File: src/rtl/lpddr2_frame_pkg.sv
// ----------------------------------------------------------------------------
// lpddr2_frame_pkg
// Shared types and helpers for the LPDDR2 frame writer.
//   state_t      : capture/write FSM states
//   frame_words  : number of words (pixels) in one frame
//   PIX_PAD      : filler byte placed above the 24-bit pixel in each word
// ----------------------------------------------------------------------------
package lpddr2_frame_pkg;

    typedef enum logic [2:0] {
        ST_IDLE,
        ST_WAIT_SOF,
        ST_CAPTURE,
        ST_DRAIN,
        ST_DONE
    } state_t;

    localparam logic [7:0] PIX_PAD = 8'h00;

    function automatic int unsigned frame_words(input int unsigned h, input int unsigned v);
        return h * v;
    endfunction

endpackage

File: src/rtl/lpddr2_frame_writer_fifo.sv
// ----------------------------------------------------------------------------
// frame_wr_fifo
// Synchronous show-ahead FIFO: the head entry is visible on pop_data whenever
// empty is low; pop consumes it at the clock edge.
// The caller gates push with full; a push while full is legal only together
// with a pop, in which case the freed slot is reused in the same edge.
// Ports:
//   clk, reset         : clock, asynchronous active-high reset
//   push, push_data    : write strobe and entry
//   pop                : consume head entry (only while not empty)
//   pop_data           : head entry
//   full, empty        : occupancy flags
// ----------------------------------------------------------------------------
module frame_wr_fifo #(
    parameter int DEPTH = 16,
    parameter int WIDTH = 24
) (
    input  logic             clk,
    input  logic             reset,
    input  logic             push,
    input  logic [WIDTH-1:0] push_data,
    input  logic             pop,
    output logic [WIDTH-1:0] pop_data,
    output logic             full,
    output logic             empty
);

    localparam int PTR_W = $clog2(DEPTH);

    logic [WIDTH-1:0] mem [DEPTH];
    // Pointers carry one extra wrap bit to tell full from empty.
    logic [PTR_W:0]   wr_ptr;
    logic [PTR_W:0]   rd_ptr;

    assign empty    = (wr_ptr == rd_ptr);
    assign full     = (wr_ptr[PTR_W] != rd_ptr[PTR_W]) &&
                      (wr_ptr[PTR_W-1:0] == rd_ptr[PTR_W-1:0]);
    assign pop_data = mem[rd_ptr[PTR_W-1:0]];

    // NOTE: sequential state uses non-blocking assignments so every register
    // samples the pre-edge values of its neighbours.
    always_ff @(posedge clk or posedge reset) begin
        if (reset) begin
            wr_ptr <= '0;
            rd_ptr <= '0;
        end else begin
            if (push) wr_ptr <= wr_ptr + 1'b1;
            if (pop)  rd_ptr <= rd_ptr + 1'b1;
        end
    end

    // NOTE: the storage array has no reset; the pointers define which entries
    // are valid, so stale contents are never observed.
    always_ff @(posedge clk) begin
        if (push) mem[wr_ptr[PTR_W-1:0]] <= push_data;
    end

endmodule

File: src/rtl/lpddr2_frame_writer.sv
// ----------------------------------------------------------------------------
// lpddr2_frame_writer
// Avalon-MM write master that stores one captured frame into LPDDR2 as
// single-word writes (burstcount 1), starting at BASE_ADDR.
// Optional feature macro: FRAME_WR_CHECKSUM_EN (running sum of accepted
// writedata on 'checksum'; tied to 0 when undefined).
// Ports:
//   clk, reset            : afi_half_clk, asynchronous active-high reset
//   start                 : one-cycle arm pulse (honoured in IDLE/DONE only)
//   pix_valid, pix_sof    : pixel strobe, first-pixel-of-frame qualifier
//   pix_data              : RGB888 pixel
//   avl_waitrequest_n     : controller ready
//   avl_address           : word address of the presented command
//   avl_writedata         : {8'h00, pixel}
//   avl_write             : write request
//   avl_burstbegin        : first cycle of each command
//   busy, done            : armed/writing, frame committed
//   overflow, sync_err    : sticky dropped-pixel / unexpected-SOF flags
//   checksum              : running word sum (optional)
// ----------------------------------------------------------------------------
module lpddr2_frame_writer
    import lpddr2_frame_pkg::*;
#(
    parameter int                ADDR_W     = 27,
    parameter logic [ADDR_W-1:0] BASE_ADDR  = '0,
    parameter int                H_ACTIVE   = 1920,
    parameter int                V_ACTIVE   = 1080,
    parameter int                FIFO_DEPTH = 16
) (
    input  logic              clk,
    input  logic              reset,
    input  logic              start,
    input  logic              pix_valid,
    input  logic              pix_sof,
    input  logic [23:0]       pix_data,
    input  logic              avl_waitrequest_n,
    output logic [ADDR_W-1:0] avl_address,
    output logic [31:0]       avl_writedata,
    output logic              avl_write,
    output logic              avl_burstbegin,
    output logic              busy,
    output logic              done,
    output logic              overflow,
    output logic              sync_err,
    output logic [31:0]       checksum
);

    localparam int unsigned TOTAL = frame_words(H_ACTIVE, V_ACTIVE);
    localparam int          IDX_W = $clog2(TOTAL + 1);
    localparam int          ENT_W = 24 + IDX_W;

    state_t state;
    state_t state_next;

    logic [IDX_W-1:0] pix_cnt;
    logic             last_pix;
    logic             arm;
    logic             pix_take;
    logic             sof_in_capture;

    logic             fifo_push;
    logic             fifo_pop;
    logic             fifo_full;
    logic             fifo_empty;
    logic [ENT_W-1:0] fifo_head;
    logic             accept;
    logic             drop;

    // Each entry carries its pixel index so that dropped pixels leave holes
    // in the address map instead of shifting later pixels down.
    frame_wr_fifo #(
        .DEPTH (FIFO_DEPTH),
        .WIDTH (ENT_W)
    ) u_fifo (
        .clk       (clk),
        .reset     (reset),
        .push      (fifo_push),
        .push_data ({pix_cnt, pix_data}),
        .pop       (fifo_pop),
        .pop_data  (fifo_head),
        .full      (fifo_full),
        .empty     (fifo_empty)
    );

    assign last_pix  = (pix_cnt == IDX_W'(TOTAL - 1));
    assign accept    = avl_write & avl_waitrequest_n;
    // A pending command frees its slot in the cycle it is accepted, so the
    // next entry can be loaded back-to-back.
    assign fifo_pop  = !fifo_empty && (!avl_write || avl_waitrequest_n);
    assign fifo_push = pix_take && (!fifo_full || fifo_pop);
    assign drop      = pix_take && fifo_full && !fifo_pop;

    // ---------------- FSM: state register ----------------
    always_ff @(posedge clk or posedge reset) begin
        if (reset) state <= ST_IDLE;
        else       state <= state_next;
    end

    // ---------------- FSM: next state ----------------
    always_comb begin
        // NOTE: every combinational output gets a default first so no path
        // through the case leaves it unassigned (which would infer a latch).
        state_next = state;
        unique case (state)
            ST_IDLE:     if (start) state_next = ST_WAIT_SOF;
            ST_WAIT_SOF: if (pix_valid && pix_sof)
                             state_next = last_pix ? ST_DRAIN : ST_CAPTURE;
            ST_CAPTURE:  if (pix_valid && last_pix) state_next = ST_DRAIN;
            ST_DRAIN:    if (fifo_empty && (!avl_write || avl_waitrequest_n))
                             state_next = ST_DONE;
            ST_DONE:     if (start) state_next = ST_WAIT_SOF;
            default:     state_next = ST_IDLE;
        endcase
    end

    // ---------------- FSM: outputs ----------------
    always_comb begin
        busy           = 1'b0;
        done           = 1'b0;
        arm            = 1'b0;
        pix_take       = 1'b0;
        sof_in_capture = 1'b0;
        unique case (state)
            ST_IDLE:     arm = start;
            ST_WAIT_SOF: begin
                busy     = 1'b1;
                pix_take = pix_valid && pix_sof;
            end
            ST_CAPTURE:  begin
                busy           = 1'b1;
                pix_take       = pix_valid;
                sof_in_capture = pix_valid && pix_sof;
            end
            ST_DRAIN:    busy = 1'b1;
            ST_DONE:     begin
                done = 1'b1;
                arm  = start;
            end
            default:     ;
        endcase
    end

    // ---------------- pixel counter and sticky flags ----------------
    // The counter advances on dropped pixels too, keeping indices frame-aligned.
    always_ff @(posedge clk or posedge reset) begin
        if (reset) begin
            pix_cnt  <= '0;
            overflow <= 1'b0;
            sync_err <= 1'b0;
        end else if (arm) begin
            pix_cnt  <= '0;
            overflow <= 1'b0;
            sync_err <= 1'b0;
        end else begin
            if (pix_take)       pix_cnt  <= pix_cnt + 1'b1;
            if (drop)           overflow <= 1'b1;
            if (sof_in_capture) sync_err <= 1'b1;
        end
    end

    // ---------------- Avalon command register ----------------
    // Address/data only change when a new entry is loaded, so they stay
    // stable for as long as the controller stalls.
    always_ff @(posedge clk or posedge reset) begin
        if (reset) begin
            avl_write      <= 1'b0;
            avl_burstbegin <= 1'b0;
            avl_address    <= '0;
            avl_writedata  <= '0;
        end else begin
            avl_burstbegin <= fifo_pop;
            if (fifo_pop) begin
                avl_write     <= 1'b1;
                avl_address   <= BASE_ADDR + ADDR_W'(fifo_head[24 +: IDX_W]);
                avl_writedata <= {PIX_PAD, fifo_head[23:0]};
            end else if (accept) begin
                avl_write     <= 1'b0;
            end
        end
    end

    // ---------------- optional checksum ----------------
`ifdef FRAME_WR_CHECKSUM_EN
    logic [31:0] sum;

    always_ff @(posedge clk or posedge reset) begin
        if (reset)       sum <= '0;
        else if (arm)    sum <= '0;
        else if (accept) sum <= sum + avl_writedata;
    end

    assign checksum = sum;
`else
    assign checksum = '0;
`endif

endmodule
File: config.mk
export PLATFORM = sky130hd
export DESIGN_NAME = lpddr2_frame_writer
export DESIGN_NICKNAME = d
export VERILOG_FILES = /design/src/rtl/lpddr2_frame_pkg.sv /design/src/rtl/lpddr2_frame_writer_fifo.sv /design/src/rtl/lpddr2_frame_writer.sv
export SDC_FILE = /design/constraint.sdc
export NUM_CORES = 1
export LEC_CHECK = 0
export ABC_AREA = 1
export CAP_MARGIN = 10
export CELL_PAD_IN_SITES_DETAIL_PLACEMENT = 1
export CELL_PAD_IN_SITES_GLOBAL_PLACEMENT = 2
export CORE_MARGIN = 5
export CORE_UTILIZATION = 45
export DETAILED_ROUTE_END_ITERATION = 8
export PLACE_DENSITY = 0.86
export REMOVE_ABC_BUFFERS = 1
export SETUP_SLACK_MARGIN = 0.02
export SKIP_CTS_REPAIR_TIMING = 1
export SYNTH_ARGS = -nofsm -noshare
export SYNTH_HDL_FRONTEND = slang
export SYNTH_SLANG_ARGS = --single-unit
File: constraint.sdc
create_clock -name clk -period 10.2 [get_ports clk]
set_clock_uncertainty 0.05 [all_clocks]
set_input_delay 3.06 -clock clk [delete_from_list [all_inputs] [get_ports clk]]
set_output_delay 3.06 -clock clk [all_outputs]
set_load 0.01 [all_outputs]
Word-level counts from Yosys, hierarchy flattened
Memories as Yosys holds them, arrays and structs flattened. A register that Yosys moved wholly into a read port is not among the register bits.
Index checks and enable logic that the tools add are counted.
Operators by class
  bitwise logic cells: 1
  add/sub/neg operators: 3
  reductions and logical operators: 22
  equal/unequal tests: 12
  multiplexer cells: 21
Operator list (count)
  $mux W21: 2
  $add A21 B1 Y21 const B: 1
  $eq A21 B21 Y1 const B: 1
  $mux W1: 13
  $mux W3: 4
  $pmux W3 S4: 1
  $add A5 B1 Y5 const B: 2
  $logic_and A1 B1 Y1: 8
  $reduce_bool A2 Y1: 4
  $eq A3 B2 Y1 const B: 2
  $ne A2 B2 Y1 const B: 3
  $eq A5 B5 Y1: 1
  $eq A4 B4 Y1: 1
  $logic_not A1 Y1: 4
  $reduce_and A4 Y1: 1
  $eq A3 B1 Y1 const B: 1
  $eq A3 B3 Y1 const B: 1
  $logic_not A3 Y1: 1
  $reduce_or A3 Y1: 1
  $logic_or A1 B1 Y1: 2
  $ne A2 B1 Y1 const B: 1
  $pmux W1 S2: 1
  $reduce_or A2 Y1: 1
  $and A1 B1 Y1: 1
  $ne A1 B1 Y1: 1
Word-level totals
  memories: 1
  output and inout port bits: 97
  register bits: 38
  input port bits: 30
  RAM bits: 720
  word-level logic and storage cells: 68
Memories
  u_fifo.mem: depth 16, width 45, read ports 1, clocked after Yosys merged registers in 1, wr ports 1, RTL line lpddr2_frame_writer_fifo.sv:30  | logic [WIDTH-1:0] mem [DEPTH];

Logic depth before layout (Yosys ltp)
Gate-level depths: netlist of the first run.
  depth after elaboration: 7
  gate-level depth with buffers: 12
  gate-level depth less buffers: 11

By module
From an unflattened synthesis of the first run, not the netlist that was laid out.
Second synthesis, totals
  cell total of the unflattened synthesis: 3631
  area, all modules: 35670.5 um^2
By module, submodules not included
  frame_wr_fifo: cells each 3146, times used 1, area each 31890.6 um^2
  lpddr2_frame_writer: cells each 485, times used 1, area each 3779.9 um^2

Worst setup path after synthesis of the first run
Ideal clock, no wire load.
  path kind: input port to flip-flop
  from: in pix_sof
  to: mem u_fifo.mem[13][0] (netlist name), enable pin
  slack: 2.878 ns
  cell stages on the path: 8
  arrival time: 6.768 ns
  path through: nand2_1 > inv_1 > nand2_1 > nand2_1 > buf_4 > nand2_2 > buf_4 > nor3_1
Between the ends
  word-level cells in the longest chain between the ends: 5
Ends and longest elaborated chain
  from (decl): RTL line lpddr2_frame_writer.sv:34  | input logic pix_sof,
  $logic_and A1 B1 Y1: RTL line lpddr2_frame_writer.sv:127  | pix_take = pix_valid && pix_sof;
  $pmux W1 S2: RTL line lpddr2_frame_writer.sv:123  | unique case (state)
  $logic_and A1 B1 Y1: RTL line lpddr2_frame_writer.sv:90  | assign fifo_push = pix_take && (!fifo_full || fifo_pop);
  $mux W1: RTL line lpddr2_frame_writer_fifo.sv:55  | if (push) mem[wr_ptr[PTR_W-1:0]] <= push_data;
  $mux W1 (implied by the code): RTL line lpddr2_frame_writer_fifo.sv:55
  to (decl): RTL line lpddr2_frame_writer_fifo.sv:30
No other way between the ends.

Worst setup path in the final report of the first run
  from: in pix_valid
  to: mem u_fifo.mem[14][35] (netlist name), enable pin
Between the ends
  word-level cells in the longest chain between the ends: 5
Ends and longest elaborated chain
  from (decl): RTL line lpddr2_frame_writer.sv:33  | input logic pix_valid,
  $logic_and A1 B1 Y1: RTL line lpddr2_frame_writer.sv:127
  $pmux W1 S2 (*): RTL line lpddr2_frame_writer.sv:123
  $logic_and A1 B1 Y1 (*): RTL line lpddr2_frame_writer.sv:90
  $mux W1 (*): RTL line lpddr2_frame_writer_fifo.sv:55
  $mux W1 (implied by the code) (*): RTL line lpddr2_frame_writer_fifo.sv:55
Mark *: on every way between the ends. The rest lies on a longest branch, timed or not.

==> results of run 1 <==
layout by cell type (no fill, tap or decap), types with 2 or more instances in the layout:
cell             count
a21oi_1             44
a21oi_2              8
buf_12               3
buf_4               34
clkbuf_1            30
clkbuf_16           85
clkbuf_8             8
clkdlybuf4s50_1     80
clkinv_1             5
clkinv_2            16
clkinv_4             3
clkinv_8             2
clkinvlp_4           2
conb_1              46
dfrtp_1             80
dfrtp_4              2
edfxtp_1           720
ha_1                 6
inv_1               38
inv_2                5
inv_6                3
nand2_1            239
nand2_2              3
nand3_1             72
nand4_1             13
nor2_1             680
nor2_2               4
nor2_4               2
nor3_1               7
nor3_2              15
o211ai_1            90
o21ai_0            400
o21ai_1             64
xnor2_1              2
xor2_1               8
registers in the layout (all words and copies together), names as in the netlist, 3 cells and up:
name and flops:
avl_address 21, avl_writedata 24, pix_cnt 21, state 3, u_fifo.mem 720, u_fifo.rd_ptr 5, u_fifo.wr_ptr 5
logic make-up after synthesis:
logic type      count (synthesis)  synth area share [%]
other cells                     1                0.0115
xor+xnor                       10                 0.269
fa+ha+maj                       6                 0.230
buf+inv                       252                  4.06
compound gates                612                  10.2
simple gates                 1039                  12.5
flops                         803                  72.7
routing by layer:
layer  up-vias  part of all wire (%)  GRT usage, %
met1     11100                    43          29.0
met2       505                    51          37.3
li1       9623                     -             -
met5         -                     0             0
met3       103                   4.6          2.69
met4         0                   1.9          5.55
final cells by class:
type / count / area, um2
Multi-Input combinational cell: 1713 / 7850
Fill cell: 7354 / 35100
Clock inverter: 31 / 199
Sequential cell: 803 / 23700
Inverter: 45 / 179
Timing Repair Buffer: 117 / 1120
Clock buffer: 123 / 2350
Tap cell: 950 / 1190
metrics by stage:
step,util [%],setup TNS [ns],setup WS (ns),area [um2]
3_5_place_dp,47.4,0,3.88,34000
4_1_cts,51.0,0,4.54,36600
3_3_place_gp,47.4,0,3.94,34000
5_1_grt,51.0,0,4.36,36600
2_1_floorplan,-,-2000.98,-2.63,31600
6_report,51.0,0,4.50,36600
critical path, delay by kind of cell:
kind | cells | cell delay, ns
AND/OR/NAND/NOR | 5 | 1.48
buffers and inverters | 3 | 1.32
path summary, 6_finish.rpt:
kind	from	endpoint
worst max-delay path	pix_valid	u_fifo.mem[14][35]$_DFFE_PP_
worst min-delay path	u_fifo.rd_ptr[4]$_DFFE_PP0P_	u_fifo.rd_ptr[4]$_DFFE_PP0P_
worst max register to register	u_fifo.rd_ptr[0]$_DFFE_PP0P_	u_fifo.mem[14][35]$_DFFE_PP_
worst min register to register	u_fifo.rd_ptr[4]$_DFFE_PP0P_	u_fifo.rd_ptr[4]$_DFFE_PP0P_
max in group asynchronous	reset	u_fifo.rd_ptr[0]$_DFFE_PP0P_
min in group asynchronous	reset	state[1]$_DFFE_PP0P_
power breakdown:
group	internal, mW	switching (mW)
combinational	0.947	2.05
clock	1.60	1.26
sequential	3.85	0.274
total	6.40	3.58
==> reports/results.ini, run 1 <==
[outcome]
status = complete, no violations

[routing]
drt.antenna.violating_nets = 0
postRouteWirelength_um = 85600
vias = 21300
drc = 0
firstDrtPassIters = 5
viasPerCell = 5.63
wl_per_cell_um = 22.6
drt_iter0_drc = 1607

[sta]
final-setup-viol-count = 0
period_minus_slack_ns = 5.70
fin_hold_ws_ns = 0.447
slew_violations = 0
clock.fmax_mhz = 175
slew_headroom_pct = 14.6
hold_viol = 0
rsz0062_at_grt = no
fin_crit_sh_pct = 55.9
worst_pin_slew_ns = 1.28

[clock_tree]
cts.path.max_buffers = 3
cts_tree = done
numCtsBuffers = 83
clkLatencyLatePin_ns = 0.64
cts.sinks = 803
cts_root_buf = clkbuf_16
clk_pin_slew_worst_paths_ns = 0.06
cts.htree.levels = 3

[global_route]
grt_pass1_wl_um = 132000
antenna_found_initial = 0
overflow = 0
grt_max_degree = 232
grt_use_total_pct = 21.5
grt_pass1_vias = 22800

[yosys]
async_reset_ff_share_pct = 10.3
syn_inst = 2723
synth_area_mm2 = 0.0326
yosysSeqAreaShare_pct = 72.7
synthTopCellsByArea = edfxtp_1 66%, nor2_1 7.8%, dfrtp_1 6.4%, o21ai_0 6.1%, nand2_1 2.8%
avgSynthCellArea_um2 = 12.0
synth.distinct_cells = 35
netlist_top_cells_count = 720 x edfxtp_1, 682 x nor2_1, 400 x o21ai_0
ys_warn_count = 0
yosysTopAreaCell = edfxtp_1
synth_most_common_cell = edfxtp_1
synth_seq_cells = 803
synth_edf_count = 720
synth_top_flop_cell = edfxtp_1
synth_top_area_share_pct = 66.3

[critical_path]
slowest_stage = buf_4
cp_cell_sequence = clkdlybuf4s50_1 > nand2_1 > inv_1 > nand2_1 > nand2_1 > nand2_2 > nor3_2 > buf_4
path_common_cell = nand2_1
worstPathRequired_ns = 10.39
crit_path_max_fanout = 45
end_kind = register
r2r_slack_ns = 5.99
cp.arrival_ns = 5.90
crit_path_max_incr_delay_ns = 0.72
crit_type = in2reg
worst-r2r-cell-count = 10
critPathLaunchType = primary input

[final_layout]
drive_above_1_share_pct = 7.06
nets = 2799
area_delta_synth_final_pct = 12.2
diodes = 0
final_cells = 3782

[power]
power_mw = 9.98
power.leakage_nw = 12.5
cellPowerDensity_mw_per_mm2 = 273
irDropWorstVdd_mv = 0.222

[floorplan]
die_h_um = 279
ios = 127
row_count = 98
core_region_area_mm2 = 0.0717
dieArea_mm2 = 0.0780
start_util_pct = 45.5
die_w_um = 279

[placement]
placed_cells = 3627
io_buffers = 80
gp_congestion = 0.791
hpwl_um = 46000

[hold_path]
hp-class = reg2reg
min_path_cells = 1

[run]
max_cap_violations = 0

(Power assumes the default switching activity.)
==> run 2, diff against run 1 <==
CORE_UTILIZATION = 42   (was 45)
PLACE_DENSITY = 0.81   (was 0.86)
clock period = 5.3 ns   (was 10.2 ns; I/O delays follow)
==> reports/results.ini, run 2 (synthesis gave the netlist of run 1 again) <==
[sta]
slew_violations = 0  ; unchanged
clock.fmax_mhz = 275
period_minus_slack_ns = 3.64
fin_crit_sh_pct = 68.7
worst_pin_slew_ns = 1.04  ; -0.239 ns
hold_viol = 0  ; unchanged
rsz0062_at_grt = no
final-setup-viol-count = 0  ; unchanged
slew_headroom_pct = 30.6  ; +16 points
setup_ws_ns = 1.66  ; -2.84 ns
fin_hold_ws_ns = 0.434  ; -0.0132 ns

[global_route]
antenna_found_initial = 1  ; +1
grt_pass1_vias = 22800  ; +0.18%
overflow = 0  ; unchanged
grt_max_degree = 229  ; -1.3%
grt_use_total_pct = 21.0  ; -0.52 points
grt_pass1_wl_um = 136000  ; +2.7%

[routing]
postRouteWirelength_um = 89100  ; +4.1%
vias = 21300  ; +0.075%
drc = 0  ; unchanged
viasPerCell = 5.49  ; -2.5%
drt_iter0_drc = 1754  ; +9.1%
wl_per_cell_um = 22.9  ; +1.4%
drt.antenna.violating_nets = 0  ; unchanged
firstDrtPassIters = 5  ; unchanged

[final_layout]
diodes = 0  ; unchanged
layout_common_cells = 720 x edfxtp_1, 680 x nor2_1, 400 x o21ai_0, 239 x nand2_1
fin_area_mm2 = 0.0372  ; +1.8%
final_common_cell = edfxtp_1
fill_cells = 7964  ; +8.3%
nets = 2805  ; +0.21%
area_delta_synth_final_pct = 14.2
largest_reg_flops = 720  ; unchanged
drive_above_1_share_pct = 7.77  ; +0.71 points

[power]
irDropWorstVdd_mv = 0.351  ; +58%
power_mw = 20.1  ; +100%
power.leakage_nw = 12.7  ; +2.0%
cellPowerDensity_mw_per_mm2 = 539  ; +98%

[placement]
dpl_worst_slack_ns = 1.03  ; -2.85 ns
io_buffers = 80  ; unchanged
hpwl_um = 47400  ; +3.0%
gp_congestion = 0.832  ; +5.2%
placed_cell_area_mm2 = 0.0343  ; +0.75%

[clock_tree]
cts_root_buf = clkbuf_16
numCtsBuffers = 86  ; +3.6%
cts.sinks = 803  ; unchanged
cts_tree = done
clk_pin_slew_worst_paths_ns = 0.06  ; about the same
cts.htree.levels = 3  ; unchanged
cts.path.max_buffers = 3  ; unchanged
clkLatencyLatePin_ns = 0.64  ; about the same

[critical_path]
worst-r2r-cell-count = 10  ; unchanged
crit_type = reg2reg
crit_path_max_fanout = 135  ; +200%
cp.arrival_ns = 3.90  ; -2.00 ns
timing.rr.start = u_fifo.rd_ptr[0]$_DFFE_PP0P_
r2r_slack_ns = 1.66  ; -4.33 ns
critPathLaunchType = register
worstPathRequired_ns = 5.55  ; -4.84 ns
end_kind = register
r2r_end = u_fifo.mem[13][27]$_DFFE_PP_

[floorplan]
dieArea_mm2 = 0.0833  ; +6.9%
core_region_area_mm2 = 0.0772  ; +7.6%
row_count = 102  ; +4.1%
die_h_um = 289  ; +3.4%
die_w_um = 289  ; +3.4%
ios = 127  ; unchanged
start_util_pct = 42.2  ; -3.2 points

[hold_path]
min_path_cells = 2  ; +1
hold_end = state[2]$_DFFE_PP0P_
hp-class = reg2reg
hp-start = state[2]$_DFFE_PP0P_

[run]
max_cap_violations = 0  ; unchanged

[outcome]
status = complete, no violations

-- run 2: layout make-up --
cell class              instances  area (um2)  area share [%]
multi-input cells            1713        7850            21.1
flip-flops and latches        803       23700            63.6
inverters                      45         179           0.480
repair buffers                120        1240            3.33
well taps                    1040        1300            3.49
clock inverters                50         571            1.53
clock buffers                 112        2400            6.46
-- run 2: power breakdown --
| group | switching, mW | internal, mW | total, mW |
|---|---|---|---|
| registers | 0.494 | 7.40 | 7.90 |
| clock network | 2.49 | 3.79 | 6.28 |
| logic | 4.06 | 1.83 | 5.90 |
-- run 2: metrics by stage --
stage	utilization [%]	instances	TNS, ns
after floorplan	-	2561	-5827.88
after detailed placement	44.4	3721	0
final	48.2	3883	0
after global placement	44.4	3721	0
after global routing	48.2	3883	0
after CTS	48.2	3883	0
-- run 2: routing by layer --
| metal | global-route usage (%) | routed length, um |
|---|---|---|
| met5 | 0 | 12 |
| met4 | 5.70 | 1770 |
| met3 | 2.87 | 4400 |
| met2 | 35.9 | 44000 |
| met1 | 28.4 | 38900 |
-- run 2: worst max-delay path by stage --
stage	startpoint	endpoint	depth (start not counted)
global placement	pix_valid	u_fifo.mem[10][5]$_DFFE_PP_	8
CTS	u_fifo.rd_ptr[0]$_DFFE_PP0P_	u_fifo.mem[11][32]$_DFFE_PP_	10
global route	u_fifo.rd_ptr[0]$_DFFE_PP0P_	u_fifo.mem[11][27]$_DFFE_PP_	10
detailed placement	pix_valid	u_fifo.mem[11][5]$_DFFE_PP_	8
floorplan	u_fifo.rd_ptr[0]$_DFFE_PP0P_	u_fifo.mem[11][0]$_DFFE_PP_	9
finish	u_fifo.rd_ptr[0]$_DFFE_PP0P_	u_fifo.mem[13][27]$_DFFE_PP_	10
-- run 2: critical path: stages, from the launching register on --
cell,delay [ns]
dfrtp_4,0.68
inv_8,0.61
nand2_1,0.11
nand2_1,0.13
nor2_2,0.06
nand2_1,0.08
nor2_2,0.05
nand2_2,0.14
nand2_2,0.35
nor3_2,0.64
buf_12,0.33
==> run 3, diff against run 2 <==
CORE_UTILIZATION = 38   (was 42)
PLACE_DENSITY = 0.78   (was 0.81)
clock period = 3.17 ns   (was 5.3 ns; I/O delays follow)
==> reports/results.ini, run 3 (synthesis gave the netlist of run 1 again) <==
[routing]
vias = 21500  ; +0.96%
drt_iter0_drc = 1708  ; -2.6%
drt.antenna.violating_nets = 0  ; unchanged
wl_per_cell_um = 23.0  ; +0.34%
viasPerCell = 5.34  ; -2.7%
postRouteWirelength_um = 92800  ; +4.2%
drc = 0  ; unchanged
firstDrtPassIters = 7  ; +2

[sta]
fin_crit_sh_pct = 91.1
setup_tns_ns = 0  ; unchanged
rsz0062_at_grt = no
period_minus_slack_ns = 2.89
worst_pin_slew_ns = 0.968  ; -0.0733 ns
hold_viol = 0  ; unchanged
final-setup-viol-count = 0  ; unchanged
clock.fmax_mhz = 346
slew_violations = 0  ; unchanged
slew_headroom_pct = 35.4  ; +4.9 points

[critical_path]
cp.arrival_ns = 1.89  ; -2.01 ns
r2r_slack_ns = 0.41  ; -1.25 ns
timing.rr.start = u_fifo.rd_ptr[0]$_DFFE_PP0P_
critPathLaunchType = register
crit_path_max_fanout = 4  ; -97%
crit_type = reg2out
crit_path_end = done
r2r_end = avl_address[3]$_DFFE_PP0P_
worstPathRequired_ns = 2.17  ; -3.38 ns
worst-r2r-cell-count = 8  ; -2
end_kind = output pin
crit_start = state[0]$_DFFE_PP0P_

[global_route]
grt_pass1_vias = 22900  ; +0.45%
grt_max_degree = 197  ; -14%
overflow = 0  ; unchanged
grt_pass1_wl_um = 141000  ; +3.8%
grt_use_total_pct = 20.0  ; -1.0 points
antenna_found_initial = 1  ; unchanged

[placement]
io_buffers = 80  ; unchanged
gp_congestion = 0.781  ; -6.1%
hpwl_um = 54800  ; +16%

[hold_path]
hp-class = reg2reg

[final_layout]
area_delta_synth_final_pct = 16.2
fill_cells = 8974  ; +13%
diodes = 0  ; unchanged
final_common_cell = edfxtp_1
largest_reg_flops = 720  ; unchanged
nets = 2850  ; +1.6%
layout_common_cells = 720 x edfxtp_1, 680 x nor2_1, 400 x o21ai_0, 239 x nand2_1
drive_above_1_share_pct = 8.80  ; +1.0 points

[floorplan]
die_h_um = 303  ; +5.0%
ios = 127  ; unchanged
row_count = 107  ; +4.9%
core_region_area_mm2 = 0.0851  ; +10%
dieArea_mm2 = 0.0918  ; +10%
start_util_pct = 38.3  ; -3.9 points
die_w_um = 303  ; +5.0%

[clock_tree]
numCtsBuffers = 86  ; unchanged
cts.path.max_buffers = 3  ; unchanged
cts.htree.levels = 3  ; unchanged
clkLatencyLatePin_ns = 0.63  ; about the same
cts.sinks = 803  ; unchanged
cts_root_buf = clkbuf_16
cts_tree = done
clk_pin_slew_worst_paths_ns = 0.06  ; about the same

[outcome]
status = complete, no violations

[power]
power.leakage_nw = 13.0  ; +2.0%
power_mw = 34.0  ; +69%
cellPowerDensity_mw_per_mm2 = 898  ; +67%
irDropWorstVdd_mv = 1.03  ; +200%

[run]
max_cap_violations = 0  ; unchanged

[run 3: cell count changes in the layout (fill, tap and decap cells not counted), sizes merged]
cell,change
buf,+45
clkbuf,-4
clkinv,+3
[run 3: layout make-up]
cell class	count	area [um2]	share of cell area (%)
repair buffers	165	1810	4.79
clock buffers	108	2340	6.18
flip-flops and latches	803	23700	62.6
multi-input cells	1713	7850	20.7
well taps	1144	1430	3.78
inverters	45	179	0.472
clock inverters	53	569	1.50
[run 3: through the flow]
step	cell area, um2	std cells	hold slack [ns]	util (%)	setup slack [ns]
after floorplan	31600	2561	0.392	-	-9.66
after global placement	35000	3870	0.413	41.1	0.0842
after detailed placement	35000	3870	0.423	41.1	0.0409
after CTS	37900	4031	0.443	44.5	0.226
after global routing	37900	4031	0.462	44.5	0.119
final	37900	4031	0.439	44.5	0.282
[run 3: worst max-delay path, stage by stage, from the launching register on]
cell             delay [ns]
dfrtp_1                0.40
inv_1                  0.08
nand2_1                0.11
nor2_1                 0.12
clkdlybuf4s50_1        0.55
[run 3: metal layers]
metal | vias to the layer above | GRT usage [%] | share of wire, %
li1 | 9720 | - | -
met1 | 11100 | 27.4 | 44
met2 | 555 | 33.4 | 48
met3 | 116 | 3.49 | 5.7
met4 | 0 | 4.94 | 1.9
met5 | - | 0 | 0
[run 3: report_power, final]
group          internal [mW]  switching (mW)  leakage, nW
registers               12.4           0.542         7.63
clock network           6.20            4.14         1.41
logic                   3.29            7.45         3.95
[run 3: how the worst min path moves through the flow]
stage                     slack (ns)            startpoint              endpoint  depth (start not counted)
after floorplan                 0.39  state[2]$_DFFE_PP0P_  state[2]$_DFFE_PP0P_                          2
after global placement          0.41  state[2]$_DFFE_PP0P_  state[2]$_DFFE_PP0P_                          2
after detailed placement        0.42  state[2]$_DFFE_PP0P_  state[2]$_DFFE_PP0P_                          2
after CTS                       0.44  state[2]$_DFFE_PP0P_  state[2]$_DFFE_PP0P_                          2
after global routing            0.46  state[2]$_DFFE_PP0P_  state[2]$_DFFE_PP0P_                          2
final                           0.44  state[2]$_DFFE_PP0P_  state[2]$_DFFE_PP0P_                          2
